**src/rtl/spongent_feed_pkg.sv**
```systemverilog
// Shared types and constants for the SPONGENT message feed adapter.
// The padding helper returns the 1-then-zeros pattern right-aligned to a rate width.
package spongent_feed_pkg;

    localparam int WORD_SIZE = 32;

    typedef enum logic [2:0] {
        WAIT_WORD = 3'd0,
        SEND      = 3'd1,
        PAD       = 3'd2,
        WAIT_HASH = 3'd3,
        DONE      = 3'd4,
        ERROR     = 3'd5
    } state_e;

    function automatic logic [WORD_SIZE-1:0] pad_pattern(input int rate);
        logic [WORD_SIZE-1:0] p;
        p = '0;
        p[rate-1] = 1'b1;
        return p;
    endfunction

endpackage

```
**src/rtl/spongent_feed_adapter.sv**
```systemverilog
// Splits 32-bit message words into RATE-bit blocks for a SPONGENT core, appends the
// padding block on stop, and captures the digest with a bounded wait for core_done.
module spongent_feed_adapter
    import spongent_feed_pkg::*;
#(
    parameter int RATE      = 16,
    parameter int HASH_SIZE = 160,
    parameter int TIMEOUT   = 65535
) (
    input  logic                 clk,
    input  logic                 rst,
    input  logic                 feed_valid,
    input  logic [31:0]          feed_data,
    input  logic                 stop_feed,
    output logic                 busy,
    output logic                 end_o,
    output logic                 err,
    output logic [RATE-1:0]      block_o,
    output logic                 block_valid,
    output logic                 block_last,
    input  logic                 core_ready,
    input  logic                 core_done,
    input  logic [HASH_SIZE-1:0] core_hash,
    output logic [HASH_SIZE-1:0] hash_o
);

    localparam int CHUNKS = WORD_SIZE / RATE;
    localparam int CH_W   = (CHUNKS > 1) ? $clog2(CHUNKS) : 1;
    localparam int CNT_W  = $clog2(TIMEOUT + 1);
    localparam logic [WORD_SIZE-1:0] PAD_WORD  = pad_pattern(RATE);
    localparam logic [RATE-1:0]      PAD_BLOCK = PAD_WORD[RATE-1:0];

    state_e                 state_q, state_d;
    logic [WORD_SIZE-1:0]   shreg_q, shreg_d;
    logic [CH_W-1:0]        chunk_q, chunk_d;
    logic                   stop_q, stop_d;
    logic [CNT_W-1:0]       cnt_q, cnt_d;
    logic [HASH_SIZE-1:0]   hash_q, hash_d;
    logic                   accept;

    // Outputs decode directly from the state so a reset clears them on the same edge.
    assign block_valid = (state_q == SEND) || (state_q == PAD);
    assign block_last  = (state_q == PAD);
    assign busy        = (state_q == SEND) || (state_q == PAD) || (state_q == WAIT_HASH);
    assign end_o       = (state_q == DONE);
    assign err         = (state_q == ERROR);
    assign hash_o      = hash_q;
    assign accept      = block_valid && core_ready;

    always_comb begin
        block_o = '0;
        if (state_q == SEND) begin
            block_o = shreg_q[WORD_SIZE-1 -: RATE];
        end else if (state_q == PAD) begin
            block_o = PAD_BLOCK;
        end
    end

    always_comb begin
        state_d = state_q;
        shreg_d = shreg_q;
        chunk_d = chunk_q;
        stop_d  = stop_q;
        cnt_d   = cnt_q;
        hash_d  = hash_q;
        unique case (state_q)
            WAIT_WORD: begin
                if (core_done) begin
                    state_d = ERROR;
                end else if (feed_valid) begin
                    shreg_d = feed_data;
                    chunk_d = '0;
                    stop_d  = stop_feed;
                    state_d = SEND;
                end else if (stop_feed) begin
                    state_d = PAD;
                end
            end
            SEND: begin
                if (feed_valid || core_done) begin
                    state_d = ERROR;
                end else begin
                    if (stop_feed) begin
                        stop_d = 1'b1;
                    end
                    if (accept) begin
                        shreg_d = shreg_q << RATE;
                        chunk_d = chunk_q + CH_W'(1);
                        if (chunk_q == CH_W'(CHUNKS - 1)) begin
                            state_d = (stop_q || stop_feed) ? PAD : WAIT_WORD;
                            stop_d  = 1'b0;
                        end
                    end
                end
            end
            PAD: begin
                if (feed_valid || core_done) begin
                    state_d = ERROR;
                end else if (accept) begin
                    cnt_d   = '0;
                    state_d = WAIT_HASH;
                end
            end
            WAIT_HASH: begin
                if (feed_valid) begin
                    state_d = ERROR;
                end else if (core_done) begin
                    hash_d  = core_hash;
                    state_d = DONE;
                end else begin
                    cnt_d = cnt_q + CNT_W'(1);
                    if (cnt_d == CNT_W'(TIMEOUT)) begin
                        state_d = ERROR;
                    end
                end
            end
            DONE: begin
                // A stray digest after completion is a protocol violation; feed/stop are not.
                if (core_done) begin
                    state_d = ERROR;
                end
            end
            ERROR: begin
                state_d = ERROR;
            end
            default: begin
                state_d = ERROR;
            end
        endcase
    end

    always_ff @(posedge clk) begin
        if (rst) begin
            state_q <= WAIT_WORD;
            shreg_q <= '0;
            chunk_q <= '0;
            stop_q  <= 1'b0;
            cnt_q   <= '0;
            hash_q  <= '0;
        end else begin
            state_q <= state_d;
            shreg_q <= shreg_d;
            chunk_q <= chunk_d;
            stop_q  <= stop_d;
            cnt_q   <= cnt_d;
            hash_q  <= hash_d;
        end
    end

endmodule

```
**config.mk**
```make
export PLATFORM = sky130hd
export DESIGN_NAME = spongent_feed_adapter
export DESIGN_NICKNAME = d
export VERILOG_FILES = /design/src/rtl/spongent_feed_pkg.sv /design/src/rtl/spongent_feed_adapter.sv
export SDC_FILE = /design/constraint.sdc
export NUM_CORES = 1
export LEC_CHECK = 0
export BUFFER_PORTS_ARGS = -buffer_cell sky130_fd_sc_hd__buf_4
export CORE_AREA = 2 2 148 150
export DETAILED_ROUTE_END_ITERATION = 10
export DIE_AREA = 0 0 150 152
export HOLD_SLACK_MARGIN = 0.06
export PLACE_DENSITY = 0.74
export RECOVER_POWER = 100
export SLEW_MARGIN = 40
export SYNTH_ARGS = -nofsm -noshare
export SYNTH_HDL_FRONTEND = slang
export SYNTH_SLANG_ARGS = --single-unit
```
**constraint.sdc**
```tcl
create_clock -name clk -period 3.7 [get_ports clk]
set_input_delay 0.37 -clock clk [delete_from_list [all_inputs] [get_ports clk]]
set_output_delay 0.37 -clock clk [all_outputs]
set_load 0.02 [all_outputs]
```
* Yosys cells after proc, flatten, opt, wreduce, memory -nomap -nowiden
Index checks and enable logic that the tools add are counted.
Word-level totals: output and inout bits 181, register bits 213, input bits 198, logic and storage cells 80
Operators by class: $add $sub $neg 2, equality and inequality tests 20, mux-type cells 38, bitwise operators 1, reduce and logical (&&, ||, !) cells 13
Operators by type and width (number):
- 32-bit two-way mux | 4
- 16-bit two-way mux | 6
- 32-bit case mux with 2 select lines | 1
- 3-bit two-way mux | 12
- 16-bit case mux with 2 select lines | 1
- 16-bit by 1-bit adder with 16-bit output (second input constant) | 1
- 16-bit == test (second input constant) | 1
- 3-bit case mux with 5 select lines | 1
- 2-bit != test (second input constant) | 7
- 1-bit two-way mux | 10
- 5-bit AND reduction | 2
- 3-bit by 2-bit == test with 1-bit output (second input constant) | 2
- 3-bit == test (second input constant) | 2
- 3-bit by 2-bit != test with 1-bit output (second input constant) | 2
- 6-bit AND reduction | 1
- 1-bit logical OR | 4
- 2-bit by 1-bit != test with 1-bit output (second input constant) | 2
- 4-bit by 3-bit != test with 1-bit output (second input constant) | 1
- 4-bit != test (second input constant) | 1
- 1-bit case mux with 2 select lines | 2
- 4-bit AND reduction | 1
- 2-bit nonzero test | 2
- 3-bit by 1-bit == test with 1-bit output (second input constant) | 1
- 3-bit logical NOT | 1
- 6 further kinds | 6

* Logic depth before layout (Yosys ltp)
word-level depth 6, mapped depth 10, mapped depth without buffers 8

* Worst setup path before layout
OpenSTA, ideal clock, no wires.
path kind register to register, from register cnt_q[0], to register state_q[0], clock period less this slack 1.881 ns, data arrival time 1.782 ns, path slack 1.819 ns, data required time 3.600 ns, stages on the path, launching flop included 8, buffers on the path 0, setup time 0.100 ns, path through dfxtp_1 ha_1 nand3_2 nor4b_4 or2b_1 o21ai_1 o211a_2 a2111oi_4
On the way: longest elaborated chain between the ends 4
RTL lines:
- from (decl) | RTL line spongent_feed_adapter.sv:37 | logic [CNT_W-1:0] cnt_q, cnt_d;
- from (signal assigned) | RTL line spongent_feed_adapter.sv:145 | cnt_q <= cnt_d;
- 16-bit by 1-bit adder with 16-bit output | RTL line spongent_feed_adapter.sv:111 | cnt_d = cnt_q + CNT_W'(1);
- 16-bit == test | RTL line spongent_feed_adapter.sv:112 | if (cnt_d == CNT_W'(TIMEOUT)) begin
- 4-bit by 3-bit != test with 1-bit output (no line)
- 6-bit AND reduction (no line)
- to (signal assigned) | RTL line spongent_feed_adapter.sv:141 | state_q <= state_d;
- to (decl) | RTL line spongent_feed_adapter.sv:33 | state_e state_q, state_d;
Every way passes these cells. A chain may end at the register's enable or synchronous reset.

* Final worst setup path
from register state_q[1], to register cnt_q[12]
On the way: longest elaborated chain between the ends 5, elaborated cells on any way between the ends 12, those cells by class 7 x eq/ne; 1 x mux; 4 x reduce/logical
RTL lines:
- 3-bit by 1-bit == test with 1-bit output or 3-bit by 2-bit == test with 1-bit output (tied branches) | RTL line spongent_feed_adapter.sv:42, spongent_feed_adapter.sv:66
- 1-bit logical OR | RTL line spongent_feed_adapter.sv:42 | assign block_valid = (state_q == SEND) || (state_q == PAD);
- 1-bit logical AND | RTL line spongent_feed_adapter.sv:48 | assign accept = block_valid && core_ready;
- 2-bit by 1-bit != test with 1-bit output (no line)
- 5-bit AND reduction (no line)
Parallel ways exist; a longest one is shown, timed or not.

==> impl_metrics.toml <==
[route]
viasPerCell = 4.94
drt_wl_total_microns = 24500
firstDrtPassIters = 5
vias = 8251
drc_errors = 0
wl_per_cell_microns = 14.7
postRouteAntennaNets = 0
drtIter0Drc = 505

[final_layout]
synthToLayoutAreaGrowth_pct = 35.2
drive_gt1_frac = 0.196
layout.nets = 1572
design_area_sq_um = 11300
n_antenna_cell = 0

[placement]
dpl-instance-area_sq_um = 11200
dp_hpwl_microns = 16800
routabilityCongestion = 0.791
io_buffers = 378

[flow_run]
drv_cap = 0

[power_and_ir_drop]
power_density_nw_per_um2 = 455
fin_total_pwr_mw = 5.15
peakVddDrop_mv = 0.328
power.leakage_nw = 4.16

[clock_network]
h-tree-depth = 1
clk_pin_slew_worst_paths_ns = 0.06
cts_post_setup_buffers_inserted = 0
numCtsBuffers = 24
clock_latency_ns = 0.51
cts.path.max_buffers = 3
clock-root-buffer = "clkbuf_16"
cts_hold_buf = 0
cts_resized = 0
cts.sinks = 213
cts_tree = "yes"

[critical_path]
arrival_ns = 3.06
worstPathRequired_ns = 4.07
path_class = "register to register"
cp_slowest_cell = "nor3_1"
worstSetupStartpointType = "register"
r2r_slack_ns = 1.01
cp_max_fo = 12
critPathMaxStageDelay_ns = 0.78
critical_path.endpoint_type = "register"
path_cells = "nor3b_1 > a21oi_1 > nor3_1 > o21ai_0 > a22oi_1 > nor2_1"

[timing]
hold_violations = 0
slew_headroom = 0.334
period_share = 0.726
setup_tns_ns = 0
maxSlewViolCount = 0
layout_min_cycle_time_ns = 2.69
tightest_slew_ns = 0.992
finClkSkew_ns = 0.00613
rsz0062_at_grt = "false"
hold_slack_ns = 0.107
setup_viol = 0
fmax_mhz = 372

[synthesis]
ys_types = 56
synthAdderAreaFrac = 0.00299
ys_seq_elements = 213
ys_seq_area_frac = 0.509
yosys_warnings = 0
synth_area_sq_um = 8370
synth_common_cells = "nand2_1, dfxtp_1, a21oi_1, nor2_1, clkbuf_1"
synth_ff_type = "dfxtp_1"
avgSynthCellArea_sq_um = 8.03
synth_area_leader_cell = "dfxtp_1"
synth_xor_area_frac = 0.00314
muxShareOfSynthArea = 0.00120
synth-compound-area-share = 0.181
synth_top_area_share = 0.509
synth_most_common_cell = "nand2_1"
postSynthCellCount = 1043
yosys.area_share.simple = 0.247
synth_nets = 1243
synth_top_family_by_area = "simple AND/OR/NAND/NOR gates"
synthArstFlopShare = 0
synth_edf_count = 0
synthTopCellsByArea = "dfxtp_1, nand2_1, a21oi_1, nor2_1, clkbuf_1"

[global_route]
grt_pass1_wl_microns = 38100
grt_max_degree = 105
grt-ovfl-total = 0
grt_pass1_vias = 7623
grtUsageTotal = 0.200
antenna_found_initial = 0

[die]
die_h_microns = 152
core-area_sq_um = 21400
rows = 54
design.die.area_sq_um = 22800
die_x_microns = 150
initial_utilization = 0.392
ios = 379

[status]
status = "complete, no violations"

[worst_hold_path]
hp-class = "primary input to register"
-- stage by stage --
| stage | cells | worst slack, ns | utilization |
|---|---|---|---|
| final | 1670 | 1.01 | 0.530 |
| after CTS | 1670 | 1.21 | 0.564 |
| after detailed placement | 1626 | 1.21 | 0.526 |
| after global placement | 1626 | 1.34 | 0.526 |
| after global routing | 1670 | 0.718 | 0.530 |
| after floorplan | 1043 | 1.82 | - |
-- kinds of logic after synthesis --
logic type / count (synthesis)
flip-flops: 213
AND/OR/NAND/NOR: 484
multiplexers: 1
XOR/XNOR: 3
adder cells (fa/ha/maj): 2
buffers and inverters: 89
AO/OA/AOI/OAI: 251
-- worst paths after layout --
path / startpoint / to / depth (start not counted)
hold reg to reg: hash_o[41] / hash_o[41] / 2
setup / recovery: state_q[1] / cnt_q[12] / 6
hold / removal: core_hash[80] / hash_o[80] / 3
setup reg to reg: state_q[1] / cnt_q[12] / 6
-- metal layers --
layer  up-vias  GRT usage  wire length (microns)
met5         -          0                      0
met4         0     0.0719                    703
met3        48     0.0529                   2180
met2       318      0.335                  11700
met1      3751      0.245                   9910
li1       4134          -                      -
-- registers in the layout, indices dropped and copies added, names as in the netlist --
signal,count
hash_o,160
shreg_q,32
cnt_q,16
state_q,3
chunk_q,1
stop_q,1
-- layout by cell type, fill, tap and decap left out, types with 6 or more instances in the layout --
| cell type | netlist | final |
|---|---|---|
| nor3_1 | 5 | 6 |
| o21ai_0 | 13 | 13 |
| nand3_1 | 4 | 6 |
| a21oi_1 | 176 | 176 |
| buf_4 | 16 | 211 |
| a22oi_1 | 17 | 17 |
| a311oi_2 | 9 | 9 |
| and2_0 | 0 | 8 |
| dfxtp_1 | 213 | 213 |
| nand4_1 | 6 | 6 |
| clkbuf_1 | 41 | 174 |
| clkbuf_8 | 0 | 8 |
| clkbuf_16 | 0 | 25 |
| and2_1 | 16 | 8 |
| a311oi_1 | 11 | 11 |
| nor2_1 | 53 | 54 |
| nand2_1 | 365 | 365 |
-- power by group --
part           switching, mW  internal, mW
Combinational          0.209         0.207
Sequential            0.0248          2.33
Clock                  0.934          1.45
-- critical path, delay by kind of cell (launching register included) --
kind             cells  cell delay [ns]
AO/OA/AOI/OAI        3             0.62
AND/OR/NAND/NOR      3             1.39
flip-flops           1             0.54
-- cell type report --
type	count	area, sq um
Clock buffer	36	737
Sequential cell	213	4260
Inverter	6	22.5
Multi-Input combinational cell	741	3580
Timing Repair Buffer	386	2300
Fill cell	2152	10000
Clock inverter	8	71.3
Tap cell	280	350
Power figures use the tool's default switching activity.
